File: config.mk
export PLATFORM = sky130hd
export DESIGN_NAME = imem_loader
export DESIGN_NICKNAME = d
export VERILOG_FILES = /design/src/rtl/imem_loader.sv
export SDC_FILE = /design/constraint.sdc
export NUM_CORES = 1
export LEC_CHECK = 0
export ABC_AREA = 1
export CORE_ASPECT_RATIO = 1.4
export CORE_MARGIN = 5
export CORE_UTILIZATION = 53
export CTS_CLUSTER_SIZE = 25
export DETAILED_ROUTE_END_ITERATION = 8
export PLACE_DENSITY = 0.95
export SLEW_MARGIN = 20
export SYNTH_ARGS = -nofsm -noshare
export SYNTH_HDL_FRONTEND = slang
export SYNTH_SLANG_ARGS = --single-unit
File: constraint.sdc
create_clock -name i_clk -period 3.1 [get_ports i_clk]
set_clock_uncertainty 0.05 [all_clocks]
set_input_delay 0.775 -clock i_clk [delete_from_list [all_inputs] [get_ports i_clk]]
set_output_delay 0.775 -clock i_clk [all_outputs]
set_load 0.01 [all_outputs]
File: src/rtl/imem_loader.sv
// imem_loader: decodes host command bytes, loads 32-bit instruction words into memory and runs/steps the core.
// Build option IMEM_LOADER_CHECKSUM_EN adds an XOR checksum trailer byte after the halt word.
module imem_loader #(
  parameter int                MEM_SIZE  = 1024,
  parameter int                NBITS     = 32,
  parameter int                ADDR_BITS = $clog2(MEM_SIZE),
  parameter logic [NBITS-1:0]  HALT_WORD = 32'hFFFFFFFF
) (
  input  logic                 i_clk,
  input  logic                 i_rst,
  input  logic [7:0]           i_rx_data,
  input  logic                 i_rx_valid,
  output logic                 o_rx_ready,
  output logic [7:0]           o_tx_data,
  output logic                 o_tx_valid,
  input  logic                 i_tx_ready,
  output logic                 o_imem_we,
  output logic [ADDR_BITS-1:0] o_imem_addr,
  output logic [NBITS-1:0]     o_imem_data,
  output logic                 o_cpu_rst,
  output logic                 o_cpu_en,
  input  logic                 i_cpu_halt,
  output logic                 o_busy
);

  localparam logic [7:0] CMD_LOAD   = 8'h01;
  localparam logic [7:0] CMD_RUN    = 8'h02;
  localparam logic [7:0] CMD_STEP   = 8'h03;
  localparam logic [7:0] ST_OK      = 8'hA5;
  localparam logic [7:0] ST_STEP    = 8'h5A;
  localparam logic [7:0] ST_OVF     = 8'hEF;
  localparam logic [ADDR_BITS-1:0] LAST_ADDR = ADDR_BITS'(MEM_SIZE - 1);

  typedef enum logic [2:0] {
    S_IDLE,
    S_LOAD,
    S_WRITE,
    S_RUN,
    S_STEP,
    S_ACK
`ifdef IMEM_LOADER_CHECKSUM_EN
    , S_CHK
`endif
  } state_t;

  state_t                state_reg, state_next;
  logic [ADDR_BITS-1:0]  addr_reg, addr_next;
  logic [NBITS-1:0]      word_reg, word_next;
  logic [1:0]            byte_cnt_reg, byte_cnt_next;
  logic [7:0]            status_reg, status_next;
  logic                  cpu_rst_reg, cpu_rst_next;
  logic                  rx_accept;
`ifdef IMEM_LOADER_CHECKSUM_EN
  localparam logic [7:0] ST_CHK_ERR = 8'hE1;
  logic [7:0]            chk_reg, chk_next;
`endif

  always_ff @(posedge i_clk or negedge i_rst) begin
    if (!i_rst) begin
      state_reg    <= S_IDLE;
      addr_reg     <= '0;
      word_reg     <= '0;
      byte_cnt_reg <= '0;
      status_reg   <= '0;
      cpu_rst_reg  <= 1'b1;
`ifdef IMEM_LOADER_CHECKSUM_EN
      chk_reg      <= '0;
`endif
    end else begin
      state_reg    <= state_next;
      addr_reg     <= addr_next;
      word_reg     <= word_next;
      byte_cnt_reg <= byte_cnt_next;
      status_reg   <= status_next;
      cpu_rst_reg  <= cpu_rst_next;
`ifdef IMEM_LOADER_CHECKSUM_EN
      chk_reg      <= chk_next;
`endif
    end
  end

  always_comb begin
    state_next    = state_reg;
    addr_next     = addr_reg;
    word_next     = word_reg;
    byte_cnt_next = byte_cnt_reg;
    status_next   = status_reg;
    cpu_rst_next  = cpu_rst_reg;
`ifdef IMEM_LOADER_CHECKSUM_EN
    chk_next      = chk_reg;
`endif
    rx_accept     = 1'b0;
    o_imem_we     = 1'b0;
    o_cpu_en      = 1'b0;
    o_tx_valid    = 1'b0;
    o_tx_data     = 8'h00;

    case (state_reg)
      S_IDLE: begin
        rx_accept = 1'b1;
        if (i_rx_valid) begin
          case (i_rx_data)
            CMD_LOAD: begin
              state_next    = S_LOAD;
              cpu_rst_next  = 1'b1;
              addr_next     = '0;
              byte_cnt_next = '0;
`ifdef IMEM_LOADER_CHECKSUM_EN
              chk_next      = '0;
`endif
            end
            CMD_RUN: begin
              state_next   = S_RUN;
              cpu_rst_next = 1'b0;
            end
            CMD_STEP: begin
              state_next   = S_STEP;
              cpu_rst_next = 1'b0;
            end
            default: ;
          endcase
        end
      end

      S_LOAD: begin
        rx_accept = 1'b1;
        if (i_rx_valid) begin
          // MSB-first byte order: shift the new byte in at the bottom
          word_next     = {word_reg[NBITS-9:0], i_rx_data};
          byte_cnt_next = byte_cnt_reg + 2'd1;
`ifdef IMEM_LOADER_CHECKSUM_EN
          chk_next      = chk_reg ^ i_rx_data;
`endif
          if (byte_cnt_reg == 2'd3) begin
            state_next = S_WRITE;
          end
        end
      end

      S_WRITE: begin
        o_imem_we = 1'b1;
        if (word_reg == HALT_WORD) begin
`ifdef IMEM_LOADER_CHECKSUM_EN
          state_next  = S_CHK;
`else
          state_next  = S_ACK;
          status_next = ST_OK;
`endif
        end else if (addr_reg == LAST_ADDR) begin
          state_next  = S_ACK;
          status_next = ST_OVF;
        end else begin
          addr_next  = addr_reg + ADDR_BITS'(1);
          state_next = S_LOAD;
        end
      end

      S_RUN: begin
        // Halt gates the enable in the same cycle so no instruction past HALT advances
        o_cpu_en = !i_cpu_halt;
        if (i_cpu_halt) begin
          state_next  = S_ACK;
          status_next = ST_OK;
        end
      end

      S_STEP: begin
        o_cpu_en    = !i_cpu_halt;
        status_next = i_cpu_halt ? ST_OK : ST_STEP;
        state_next  = S_ACK;
      end

`ifdef IMEM_LOADER_CHECKSUM_EN
      S_CHK: begin
        rx_accept = 1'b1;
        if (i_rx_valid) begin
          status_next = (i_rx_data == chk_reg) ? ST_OK : ST_CHK_ERR;
          state_next  = S_ACK;
        end
      end
`endif

      S_ACK: begin
        o_tx_valid = 1'b1;
        o_tx_data  = status_reg;
        if (i_tx_ready) begin
          state_next = S_IDLE;
        end
      end

      default: state_next = S_IDLE;
    endcase
  end

  // Keep ready low while reset is held so no byte is consumed during reset
  assign o_rx_ready  = rx_accept & i_rst;
  assign o_imem_addr = addr_reg;
  assign o_imem_data = word_reg;
  assign o_cpu_rst   = cpu_rst_reg;
  assign o_busy      = (state_reg != S_IDLE);

endmodule

# Word-level counts from Yosys, hierarchy flattened
# Index checks and enable logic that the tools add are counted.
# Widths: inputs -> output; s select.
# op_classes
addsub,2
mul,0
div_mod_pow,0
order_cmp,0
n_eq_ne,21
shifts,0
muxes,29
bitwise,1
reduce_logical,16
# ops
op,count
$mux 10,4
$mux 8,5
$eq 32x32->1 const B,1
$pmux 8 s3,1
$mux 3,7
$pmux 10 s2,1
$pmux 3 s6,1
$eq 8x2->1 const B,2
$ne 2x2->1 const B,7
$add 10x1->10 const B,1
$eq 10x10->1 const B,1
$pmux 3 s3,1
$eq 8x1->1 const B,1
$eq 3x2->1 const B,2
$eq 3x3->1 const B,2
$mux 2,3
$reduce_and 3->1,2
$reduce_and 6->1,1
$reduce_bool 2->1,3
$reduce_bool 3->1,2
$reduce_or 2->1,3
$reduce_and 5->1,1
$mux 1,4
$ne 4x1->1 const B,1
other kinds (12),12
# totals
regBits,56
latch_bits,0
mem_bits_rw,0
rom_bits,0
inputBits,13
output_inout_bits,56
wordCells,75
mem_count,0

# Logic depth before layout (Yosys ltp)
# depth
word_depth,4
depth_mapped,10
ltp_nobuf,10

# Least setup slack after synthesis
# OpenSTA, ideal clock, no wires.
# synth_path
path_type,register to output
startpoint,register state_reg[2]
endpoint,output port o_tx_data[2]
t_arrival_ns,1.402
path_slack_ns,0.873
stages_incl_launch_ff,6
path_buffers,1
cell_sequence,dfrtp_1 > inv_1 > nor3_2 > inv_1 > nor2_1 > buf_4
# synth_between
elab_chain_len,2
# synth_lines
element,line,text
from (decl),46,"state_t state_reg, state_next;"
from (signal assigned),70,state_reg <= state_next;
$eq 3x3->1,98,case (state_reg)
$mux 8,98,
to (decl),14,"output logic [7:0] o_tx_data,"
# Every way passes these cells.

# Worst setup path after layout
# layout_path
startpoint,input port i_cpu_halt
endpoint,output port o_cpu_en
# layout_between
elab_chain_len,2
# layout_lines
element,line,text
from (decl),22,"input logic i_cpu_halt,"
$logic_not 1->1,"160, 168",
$mux 1,-,
to (decl),21,"output logic o_cpu_en,"
# Every way passes these cells.

==> impl_metrics.env <==
export IMPL_worstSetupPathType="in2out"
export IMPL_drt_pass1_iter_count=4
export IMPL_powerDensity_mw_per_mm2=847
export IMPL_slew_viol_final=0
export IMPL_clock_root_buffer="clkbuf_8"
export IMPL_fill_cells=359
export IMPL_placed_cells_incl_taps=425
export IMPL_cp_top_family="buffers and inverters"
export IMPL_reg2reg_depth=8
export IMPL_place_congestion=0.986
export IMPL_dieArea_mm2=0.00662
export IMPL_synth_area_mm2=0.00269
export IMPL_critPathMaxFanout=4
export IMPL_worstHoldStart="status_reg[5]"
export IMPL_rows=30
export IMPL_synthesis_nets=318
export IMPL_ir_drop_mv=0.492
export IMPL_wirelength_um=5940
export IMPL_worstHoldPathType="reg2reg"
export IMPL_hpwl_um=4470
export IMPL_setup_viol_count_final=0
export IMPL_max_cap_viol_count=0
export IMPL_wl_per_cell_um=13.8
export IMPL_yosysTopAreaCell="dfrtp_1"
export IMPL_crit_chain="clkdlybuf4s50_1 -> inv_1 -> nand4_1 -> nand2_1 -> clkdlybuf4s50_1"
export IMPL_cts_tree="built"
export IMPL_postSynthAreaPerCell_um2=8.88
export IMPL_clk_latency_ns=0.29
export IMPL_drt_iter0_drc=128
export IMPL_period_share=0.924
export IMPL_antenna_found_initial=0
export IMPL_cp_end_kind="primary output"
export IMPL_via_count=2210
export IMPL_status="finished, final reports clean"
export IMPL_grt_pass1_vias=2233
export IMPL_cts_buffers=5
export IMPL_timing_slew_headroom=0.583
export IMPL_cts_sinks=51
export IMPL_tightest_slew_ns=0.625
export IMPL_io_buffers=68
export IMPL_vias_per_cell=5.13
export IMPL_cts_max_path_buffers=2
export IMPL_fin_setup_tns_ns=0
export IMPL_grt_ovfl_total=0
export IMPL_seq_area_frac_synth=0.475
export IMPL_p_leak_nw=1.67
export IMPL_period_minus_slack_ns=2.86
export IMPL_ant_nets=0
export IMPL_grt_max_degree=52
export IMPL_crit_buf_inv=3
export IMPL_synth_top_flop_cell="dfrtp_1"
export IMPL_hold_violations=0
export IMPL_holdBufCountCts=0
export IMPL_die_x_um=70.2
export IMPL_yosysWarnings=0
export IMPL_async_reset_ff_frac=1.00
export IMPL_arrival_ns=2.04
export IMPL_io_pins=69
export IMPL_grt_usage=0.186
export IMPL_synth_area_top_cells="dfrtp_1 (47%), mux2_4 (12%), nand2_1 (12%)"
export IMPL_post_cts_buffers=0
export IMPL_yosysUniqueCellTypes=28
export IMPL_largest_reg_flops=32
export IMPL_yosysMostFrequentCell="nand2_1"
export IMPL_core_area_mm2=0.00488
export IMPL_synthTopCellsByCount="nand2_1 (86), dfrtp_1 (50), nor2_1 (36), inv_1 (29), mux2_4 (22)"
export IMPL_pre_cts_slack_ns=0.234
export IMPL_critPathMostFrequentCell="clkdlybuf4s50_1"
export IMPL_final_instance_count_excl_fill=431
export IMPL_cp_required_ns=2.27
export IMPL_htree_levels=2
export IMPL_whs_endpoint="status_reg[5]"
export IMPL_r2r_slack_ns=1.17
export IMPL_synth_edf_count=0
export IMPL_ctsResizeCount=0
export IMPL_whs_path_depth=2
export IMPL_start_kind="input pin"
export IMPL_grt_setup_unrepaired="false"
export IMPL_multi_input_area_mm2=0.00119
export IMPL_grt_pass1_wl_um=9880
export IMPL_drive_above_1_share=0.117
export IMPL_critPathSlowestCell="clkdlybuf4s50_1"
export IMPL_synthCells=303
export IMPL_fp_dieH_um=94.3
export IMPL_setup_ws_ns=0.236
export IMPL_max_stage_delay_ns=0.54
export IMPL_fmax_ghz=0.349
export IMPL_fin_nets=383
export IMPL_area_delta_synth_final_pct=27.6
export IMPL_timing_rr_end="o_imem_addr[9]"
export IMPL_drc=0
export IMPL_clk_pin_slew_ns=0.08
export IMPL_timing_rr_start="o_imem_addr[0]"
export IMPL_floorplan_initialDensity=0.551
export IMPL_ys_ff_latch=51
export IMPL_ff_latch_area_mm2=0.00128
export IMPL_diodes=0
export IMPL_yosys_area_top_type_share=0.465
-- power by group --
group | switching (W) | internal (W)
logic | 0.000596 | 0.000780
registers | 0.000265 | 0.000922
clock network | 0.000192 | 0.000151
-- layer usage --
metal | routed length [um] | up-vias | GRT usage
met2 | 3270 | 57 | 0.351
li1 | - | 1092 | -
met1 | 2310 | 1050 | 0.201
met5 | 0 | - | 0
met4 | 110 | 0 | 0.0815
met3 | 248 | 11 | 0.0332
-- area by class of cell --
class / count / share of cell area
repair buffers: 69 / 0.199
well taps: 64 / 0.0233
inverters: 33 / 0.0361
clock buffers: 6 / 0.0211
flip-flops and latches: 51 / 0.372
multi-input cells: 208 / 0.348
-- layout by cell type (no fill, tap or decap), types with 3 or more instances in the layout --
master and instances:
nand2_1 86, clkdlybuf4s50_1 67, dfrtp_1 50, nor2_1 36
inv_1 29, mux2_4 22, nand3_1 20, o21ai_0 14
nand4_1 5, a21oi_1 5, clkbuf_8 5, inv_2 4
nor3_1 3
-- worst min-delay path, stage by stage, from the launching register on --
cell and delay [ns]:
dfrtp_1 0.35, nand2_1 0.05, nand2_1 0.05
-- how the worst max path moves through the flow --
stage          cells after the start            to    startpoint  slack (ns)
2_1_floorplan                      5  o_tx_data[2]  state_reg[2]        0.87
3_3_place_gp                       5      o_cpu_en    i_cpu_halt        0.24
3_5_place_dp                       5      o_cpu_en    i_cpu_halt        0.23
4_1_cts                            5  o_tx_data[5]  state_reg[2]        0.21
5_1_grt                            5  o_tx_data[7]  state_reg[2]        0.05
6_report                           5      o_cpu_en    i_cpu_halt        0.24
-- kinds of logic (layout without fill, tap and decap cells) --
kind of cell,Yosys count,count (layout),synth area share
AND/OR/NAND/NOR,160,160,0.261
flip-flops,51,51,0.475
buffers and inverters,44,108,0.0809
multiplexers,23,23,0.127
AO/OA/AOI/OAI,20,20,0.0372
XOR/XNOR,3,3,0.00977
adder cells (fa/ha/maj),2,2,0.00930
-- metrics by stage --
step	power [W]	hold slack, ns	utilization	cell area (um2)
6_report	0.00291	0.437	0.703	3430
2_1_floorplan	0.00195	0.392	-	2690
3_5_place_dp	0.00258	0.416	0.688	3360
3_3_place_gp	0.00252	0.408	0.688	3360
4_1_cts	0.00293	0.436	0.703	3430
5_1_grt	0.00309	0.476	0.703	3430
Note: power is estimated with default switching activity, not from simulation.
